<file path="config.mk">
export PLATFORM = sky130hd
export DESIGN_NAME = uart_rx
export DESIGN_NICKNAME = d
export VERILOG_FILES = /design/src/rtl/uart_pkg.sv /design/src/rtl/sync_2ff.sv /design/src/rtl/uart_rx.sv
export SDC_FILE = /design/constraint.sdc
export NUM_CORES = 1
export LEC_CHECK = 0
export BUFFER_PORTS_ARGS = -buffer_cell sky130_fd_sc_hd__buf_2
export CELL_PAD_IN_SITES_DETAIL_PLACEMENT = 0
export CELL_PAD_IN_SITES_GLOBAL_PLACEMENT = 2
export CORE_MARGIN = 2
export CORE_UTILIZATION = 39
export DETAILED_ROUTE_END_ITERATION = 8
export MAX_ROUTING_LAYER = met4
export PLACE_DENSITY_LB_ADDON = 0.15
export SLEW_MARGIN = 20
export SYNTH_ARGS = -nofsm -noshare
export SYNTH_HDL_FRONTEND = slang
export SYNTH_SLANG_ARGS = --single-unit
</file>
<file path="constraint.sdc">
create_clock -name clk -period 3.1 [get_ports clk]
set_input_delay 0.155 -clock clk [delete_from_list [all_inputs] [get_ports clk]]
set_output_delay 0.155 -clock clk [all_outputs]
set_load 0.05 [all_outputs]
</file>
<file path="src/rtl/uart_pkg.sv">
`default_nettype none
// ============================================================================
//  Module      : uart_pkg
//  Description : Shared types and constants for the 8N1 UART receiver.
//  Revision    : 1.0  initial release
// ============================================================================
package uart_pkg;

    // Receiver FSM states
    typedef enum logic [2:0] {
        ST_IDLE  = 3'd0,
        ST_START = 3'd1,
        ST_DATA  = 3'd2,
        ST_STOP  = 3'd3,
        ST_BREAK = 3'd4
    } uart_state_t;

    // 50 MHz system clock, 115200 baud
    localparam int c_DEFAULT_CLKS_PER_BIT = 434;

    // Data bits per frame and the width of an index into them
    localparam int c_FRAME_BITS = 8;
    localparam int c_BIT_IDX_W  = $clog2(c_FRAME_BITS);

endpackage : uart_pkg
`default_nettype wire

</file>
<file path="src/rtl/sync_2ff.sv">
`default_nettype none
// ============================================================================
//  Module      : sync_2ff
//  Description : Two-flop synchronizer for a single asynchronous bit, with a
//                configurable reset value so an idle-high line stays idle.
//  Revision    : 1.0  initial release
// ============================================================================
module sync_2ff #(
    parameter logic RESET_VALUE = 1'b1
) (
    input  logic clk,
    input  logic reset,
    input  logic i_d,
    output logic o_q
);

    logic r_meta;
    logic r_sync;

    // Metastability-settling chain; both stages load the reset value
    always_ff @(posedge clk) begin
        if (reset) begin
            r_meta <= RESET_VALUE;
            r_sync <= RESET_VALUE;
        end else begin
            r_meta <= i_d;
            r_sync <= r_meta;
        end
    end

    assign o_q = r_sync;

endmodule : sync_2ff
`default_nettype wire

</file>
<file path="src/rtl/uart_rx.sv">
`default_nettype none
// ============================================================================
//  Module      : uart_rx
//  Description : 8N1 UART receiver. Start bit is verified at mid-bit, data is
//                sampled once per bit period LSB first, a bad stop bit raises
//                frame_err and parks in BREAK until the line returns high.
//  Revision    : 1.0  initial release
// ============================================================================
module uart_rx
    import uart_pkg::*;
#(
    parameter int CLKS_PER_BIT = c_DEFAULT_CLKS_PER_BIT
) (
    input  logic       clk,
    input  logic       reset,
    input  logic       rx,
    output logic [7:0] rx_data,
    output logic       rx_valid,
    output logic       frame_err,
    output logic       busy
);

    localparam int c_TIMER_W = $clog2(CLKS_PER_BIT);

    // Mid-start-bit sample point, end-of-bit sample point
    localparam logic [c_TIMER_W-1:0] c_HALF_LAST = c_TIMER_W'(CLKS_PER_BIT / 2 - 1);
    localparam logic [c_TIMER_W-1:0] c_BIT_LAST  = c_TIMER_W'(CLKS_PER_BIT - 1);
    // Timer value a line transition is seen at when the sender runs at the
    // nominal rate; reloading it on every transition keeps the sample point
    // centred when the sender's bit period is a little off.
    localparam logic [c_TIMER_W-1:0] c_REALIGN   = c_TIMER_W'(CLKS_PER_BIT - CLKS_PER_BIT / 2);
    localparam logic [c_BIT_IDX_W-1:0] c_LAST_IDX = c_BIT_IDX_W'(c_FRAME_BITS - 1);

    uart_state_t                r_state;
    uart_state_t                w_state_next;
    logic [c_TIMER_W-1:0]       r_timer;
    logic [c_TIMER_W-1:0]       w_timer_next;
    logic [c_BIT_IDX_W-1:0]     r_bit_idx;
    logic [c_BIT_IDX_W-1:0]     w_bit_idx_next;
    logic [c_FRAME_BITS-1:0]    r_shift;
    logic [c_FRAME_BITS-1:0]    w_shift_next;
    logic [c_FRAME_BITS-1:0]    r_rx_data;
    logic [c_FRAME_BITS-1:0]    w_rx_data_next;
    logic                       r_rx_valid;
    logic                       w_rx_valid_next;
    logic                       r_frame_err;
    logic                       w_frame_err_next;
    logic                       r_rx_prev;
    logic                       w_rx_sync;
    logic                       w_rx_edge;

    sync_2ff #(
        .RESET_VALUE (1'b1)
    ) u_sync_rx (
        .clk   (clk),
        .reset (reset),
        .i_d   (rx),
        .o_q   (w_rx_sync)
    );

    assign w_rx_edge = w_rx_sync ^ r_rx_prev;

    // State and datapath registers
    always_ff @(posedge clk) begin
        if (reset) begin
            r_state     <= ST_IDLE;
            r_timer     <= '0;
            r_bit_idx   <= '0;
            r_shift     <= '0;
            r_rx_data   <= '0;
            r_rx_valid  <= 1'b0;
            r_frame_err <= 1'b0;
            r_rx_prev   <= 1'b1;
        end else begin
            r_state     <= w_state_next;
            r_timer     <= w_timer_next;
            r_bit_idx   <= w_bit_idx_next;
            r_shift     <= w_shift_next;
            r_rx_data   <= w_rx_data_next;
            r_rx_valid  <= w_rx_valid_next;
            r_frame_err <= w_frame_err_next;
            r_rx_prev   <= w_rx_sync;
        end
    end

    // Next-state, bit timing, shift and output pulse logic
    always_comb begin
        w_state_next     = r_state;
        w_timer_next     = r_timer;
        w_bit_idx_next   = r_bit_idx;
        w_shift_next     = r_shift;
        w_rx_data_next   = r_rx_data;
        w_rx_valid_next  = 1'b0;
        w_frame_err_next = 1'b0;

        case (r_state)
            ST_IDLE: begin
                if (!w_rx_sync) begin
                    w_state_next = ST_START;
                    w_timer_next = '0;
                end
            end

            ST_START: begin
                if (r_timer == c_HALF_LAST) begin
                    if (!w_rx_sync) begin
                        w_state_next   = ST_DATA;
                        w_timer_next   = '0;
                        w_bit_idx_next = '0;
                    end else begin
                        // Line went back high: noise, not a start bit
                        w_state_next = ST_IDLE;
                    end
                end else begin
                    w_timer_next = r_timer + 1'b1;
                end
            end

            ST_DATA: begin
                if (r_timer == c_BIT_LAST) begin
                    w_shift_next = {w_rx_sync, r_shift[c_FRAME_BITS-1:1]};
                    w_timer_next = '0;
                    if (r_bit_idx == c_LAST_IDX) begin
                        w_state_next = ST_STOP;
                    end else begin
                        w_bit_idx_next = r_bit_idx + 1'b1;
                    end
                end else if (w_rx_edge) begin
                    w_timer_next = c_REALIGN;
                end else begin
                    w_timer_next = r_timer + 1'b1;
                end
            end

            ST_STOP: begin
                if (r_timer == c_BIT_LAST) begin
                    w_timer_next = '0;
                    if (w_rx_sync) begin
                        w_rx_data_next  = r_shift;
                        w_rx_valid_next = 1'b1;
                        w_state_next    = ST_IDLE;
                    end else begin
                        w_frame_err_next = 1'b1;
                        w_state_next     = ST_BREAK;
                    end
                end else if (w_rx_edge) begin
                    w_timer_next = c_REALIGN;
                end else begin
                    w_timer_next = r_timer + 1'b1;
                end
            end

            ST_BREAK: begin
                // Ignore the low line until it is released
                if (w_rx_sync) begin
                    w_state_next = ST_IDLE;
                end
            end

            default: begin
                w_state_next = ST_IDLE;
            end
        endcase
    end

    assign rx_data   = r_rx_data;
    assign rx_valid  = r_rx_valid;
    assign frame_err = r_frame_err;
    assign busy      = (r_state != ST_IDLE);

endmodule : uart_rx
`default_nettype wire

</file>
Word level (Yosys, flattened, before mapping):

Cells that the tools add are included.

* reductions and logical operators: 10
* equal/unequal tests: 15
* mux-type cells: 21
* add/sub/neg operators: 2
* bitwise operators: 3

Operators by type and width (count)
* $mux 9: 4
* $mux 3: 11
* $pmux 9 s3: 1
* $pmux 3 s5: 1
* $ne 2x2->1 const B: 7
* $add 9x1->9 const B: 1
* $eq 9x8->1 const B: 1
* $eq 9x9->1 const B: 1
* $eq 3x2->1 const B: 2
* $eq 3x3->1 const B: 2
* $pmux 3 s2: 1
* $reduce_and 6->1: 1
* $reduce_bool 3->1: 2
* $reduce_and 5->1: 1
* $add 3x1->3 const B: 1
* $eq 3x1->1 const B: 1
* $logic_not 3->1: 1
* $reduce_and 3->1: 1
* $reduce_or 3->1: 1
* $mux 1: 2
* $mux 2: 1
* $ne 2x1->1 const B: 1
* $not 1->1: 2
* $reduce_and 2->1: 1
* 3 further kinds: 3

* word-level logic and storage cells: 61
* output and inout bits: 11
* register bits after elaboration: 36
* input port bits: 3

Logic depth before layout (Yosys ltp):

* depth after elaboration: 4
* depth in mapped cells: 8
* mapped depth without buffers: 7

Hierarchy:

Synthesis repeated with hierarchy kept, for this count alone.

* cells, all modules: 187
* area total of the unflattened synthesis: 1721.7 sq um

By module, submodules not included
* uart_rx: cells an instance 183, sequential area each 680.7 sq um, area an instance 1669.1 sq um, instances 1
* sync_2ff: cells an instance 4, sequential area each 40.0 sq um, area an instance 52.6 sq um, instances 1

Least setup slack after synthesis:

OpenSTA, ideal clock, no wires.

* path kind: reg-to-reg
* from: register r_timer[2]
* to: register r_rx_data[0] (netlist: rx_data[0])
* required time: 2.976 ns
* path buffers: 0
* period minus slack after synthesis: 1.969 ns
* data arrival time: 1.844 ns
* path slack: 1.131 ns
* library setup time: 0.124 ns
* stages on the path, launching flop included: 6
* cells stage by stage: dfxtp_1 -> or4b_4 -> or2_4 -> nor3_4 -> mux2i_1 -> nor2_1

* word-level cells in the longest chain between the ends: 2

RTL lines
* from (decl): RTL line uart_rx.sv:36 `logic [c_TIMER_W-1:0] r_timer;`
* from (signal assigned): RTL line uart_rx.sv:76 `r_timer <= w_timer_next;`
* $eq 9x9->1: RTL line uart_rx.sv:136 `if (r_timer == c_BIT_LAST) begin`
* $reduce_and 3->1 (no line)
* to (signal assigned): RTL line uart_rx.sv:79 `r_rx_data <= w_rx_data_next;`
* to (decl): RTL line uart_rx.sv:42 `logic [c_FRAME_BITS-1:0] r_rx_data;`

Every way passes these cells.
A chain may end at the register's enable or synchronous reset.

Worst setup path in the final report:

* from: register r_timer[2]
* to: register r_rx_data[4] (netlist: rx_data[4])

Same word-level chain as after synthesis.

==> out/metrics.cfg <==
[layout]
finalNetCount=209
areaGrowthSynthToFinish_pct=9.12
fillers=450
drive_above_1_share_pct=15.9
antenna_cells=0

[clock_network]
cts_resized=0
cts_tree=yes
cts_hold_buf=0
cts_buffers=5
cts.reportedPaths.clkPinSlew_ns=0.07
clockBufferDepth=2
insertion_delay_ns=0.29
root_buffer=clkbuf_8
cts_setup_buffers=0
clock-sinks=36
htreeDepth=2

[routing]
first_pass_iters=4
drtIter0Drc=71
avgViaCountPerCell=5.68
wl_per_cell_um=14.7
route.vias.total=1438
wl_um=3730
drc=0
antenna_left=0

[power]
p_sw_w=0.000201
pwr-share-seq_pct=54.0
switching_share_pct=22.8
combPwrFrac_pct=5.0
power_density_mw_per_mm2=464
clkPwrFrac_pct=41.0
power.internal_w=0.000681
ir_drop_mv=0.205
power_leakage_nw=0.682

[timing]
worstMarginPinSlew_ns=0.575
setup_ws_ns=0.894
rsz0062_at_grt=false
setup_viol=0
drv_slew=0
period_minus_slack_ns=2.21
period_share_pct=71.2
setup-tns-final_ns=0
fin_skew_ns=0.00702
clock.fmax_ghz=0.453
final_hold_viol_count=0
max_slew_margin_pct=61.7

[setup_path]
critPathRequiredTime_ns=3.25
start_kind=register
critPathCaptureType=register
crit_arrival_ns=2.36
path_class=register to register
path_max_fanout=9

[placement]
dp_hpwl_um=2480
portBuffers=13
preCtsSetupSlack_ns=0.907
gp_congestion=0.830

[yosys]
syn_area_per_cell_um2=9.13
synth-main-ff-cell=dfxtp_1
yosys-top-cells-count=dfxtp_1, nor2_1, mux2i_1
yosysWarnings=0
synth_edf_count=0
synthesis.area_mm2=0.00174
synth_seq_area_share_pct=41.3
yosysTopAreaCellShare_pct=41.3
synth.distinct_cells=48
synthCells=191
yosys.area.top_type=dfxtp_1
syn-num-nets=199
synthTopCellsByArea=dfxtp_1, mux2i_1, nor2_1, ha_1, a22oi_1
synth_seq_cells=36
yosysMostFrequentCell=dfxtp_1
async_flop_share_pct=0

[grt]
antenna_found_initial=0
overflow=0
grt_pass1_vias=1330
gr-usage-all-layers_pct=16.0
grt_start_max_net_pins=35
grt_pass1_wl_um=6280

[run]
max-cap-violations=0

[floorplanning]
fp.dieW_um=70.9
core.rowCount=24
start_util_pct=40.3
fp.coreArea_mm2=0.00432
ios=14
dieArea_mm2=0.00502
die_height_um=70.9

[min_path]
hold_path_class=primary input to register

[outcome]
status=completed

path summary, 6_finish.rpt:
path	from	endpoint	slack (ns)	cells past startpoint
setup / recovery	r_timer[2]$_SDFFE_PP0P_	rx_data[4]$_SDFFE_PP0P_	0.89	5
hold / removal	rx	u_sync_rx.r_meta$_SDFF_PP1_	0.05	2
setup reg to reg	r_timer[2]$_SDFFE_PP0P_	rx_data[4]$_SDFFE_PP0P_	0.89	5
hold reg to reg	u_sync_rx.r_meta$_SDFF_PP1_	u_sync_rx.o_q$_SDFF_PP1_	0.42	1
sequential cells by signal, summed over array words and instances, names as in the netlist:
register	cells
u_sync_rx.o_q	1
r_timer	9
r_rx_prev	1
frame_err	1
rx_valid	1
u_sync_rx.r_meta	1
rx_data	8
r_shift	8
r_state	3
r_bit_idx	3
cells in the final DEF, fill, tap and decap left out, types with 2 or more instances in the layout:
cell type / count
xnor2_1: 3
nand3b_1: 2
clkbuf_8: 7
a22oi_1: 7
o21ai_1: 2
buf_2: 13
nor3b_1: 2
nand2b_1: 2
a21oi_1: 3
o21ai_0: 6
nor2b_1: 2
nor2_1: 29
or2_2: 3
nand3_1: 3
a31o_2: 2
inv_1: 6
mux2i_1: 17
nand4_1: 5
o22ai_1: 2
dfxtp_1: 36
ha_1: 5
nor3_1: 3
a31oi_1: 5
nand2_1: 14
cell families (layout without fill, tap and decap cells):
logic type	count (synthesis)	in the layout	synth area share [%]
buffers and inverters	17	27	5.96
AOI/OAI and AO/OA	34	34	13.1
DFF	36	36	41.3
xor gates and xnor gates	4	4	2.01
muxes	17	17	9.76
adders and majority gates	5	5	3.59
and+or+nand+nor	78	78	24.3
final cells by class:
| cell class | instances | area (um^2) | share of cell area (%) |
|---|---|---|---|
| Clock buffer | 7 | 96.3 | 5.07 |
| Tap cell | 52 | 65.1 | 3.42 |
| Inverter | 6 | 22.5 | 1.18 |
| Multi-Input combinational cell | 138 | 925 | 48.6 |
| Sequential cell | 36 | 721 | 37.9 |
| Timing Repair Buffer | 14 | 72.6 | 3.82 |
worst max-delay path, stage by stage, from the launching register on:
cell and delay (ns):
dfxtp_1 0.40, or4b_4 0.61, or2_4 0.30, nor3_4 0.46, mux2i_1 0.25, nor2_1 0.05
layer usage:
layer / share of wire (%) / track usage [%]
met1: 47 / 19.8
met2: 48 / 25.0
met4: 1.5 / 5.66
met5: 0 / -
met3: 3.9 / 4.42
through the flow:
stage	utilization, %	instances	hold WS [ns]	instance area (um^2)	total power [W]
finish	44.0	253	0.0475	1900	0.000882
global route	44.0	253	0.0540	1900	0.000918
CTS	44.0	253	0.0397	1900	0.000893
detailed placement	41.8	246	0.342	1810	0.000530
global placement	41.8	246	0.338	1810	0.000531
floorplan	-	191	0.259	1740	0.000523
power by group through the flow:
| stage | registers [W] | clock network, W | logic [W] |
|---|---|---|---|
| global route | 0.000477 | 0.000393 | 0.0000488 |
| floorplan | 0.000482 | 0 | 0.0000411 |
| CTS | 0.000475 | 0.000373 | 0.0000445 |
| detailed placement | 0.000486 | 0 | 0.0000443 |
| global placement | 0.000486 | 0 | 0.0000444 |
| finish | 0.000476 | 0.000362 | 0.0000441 |
Power figures use the tool's default switching activity.
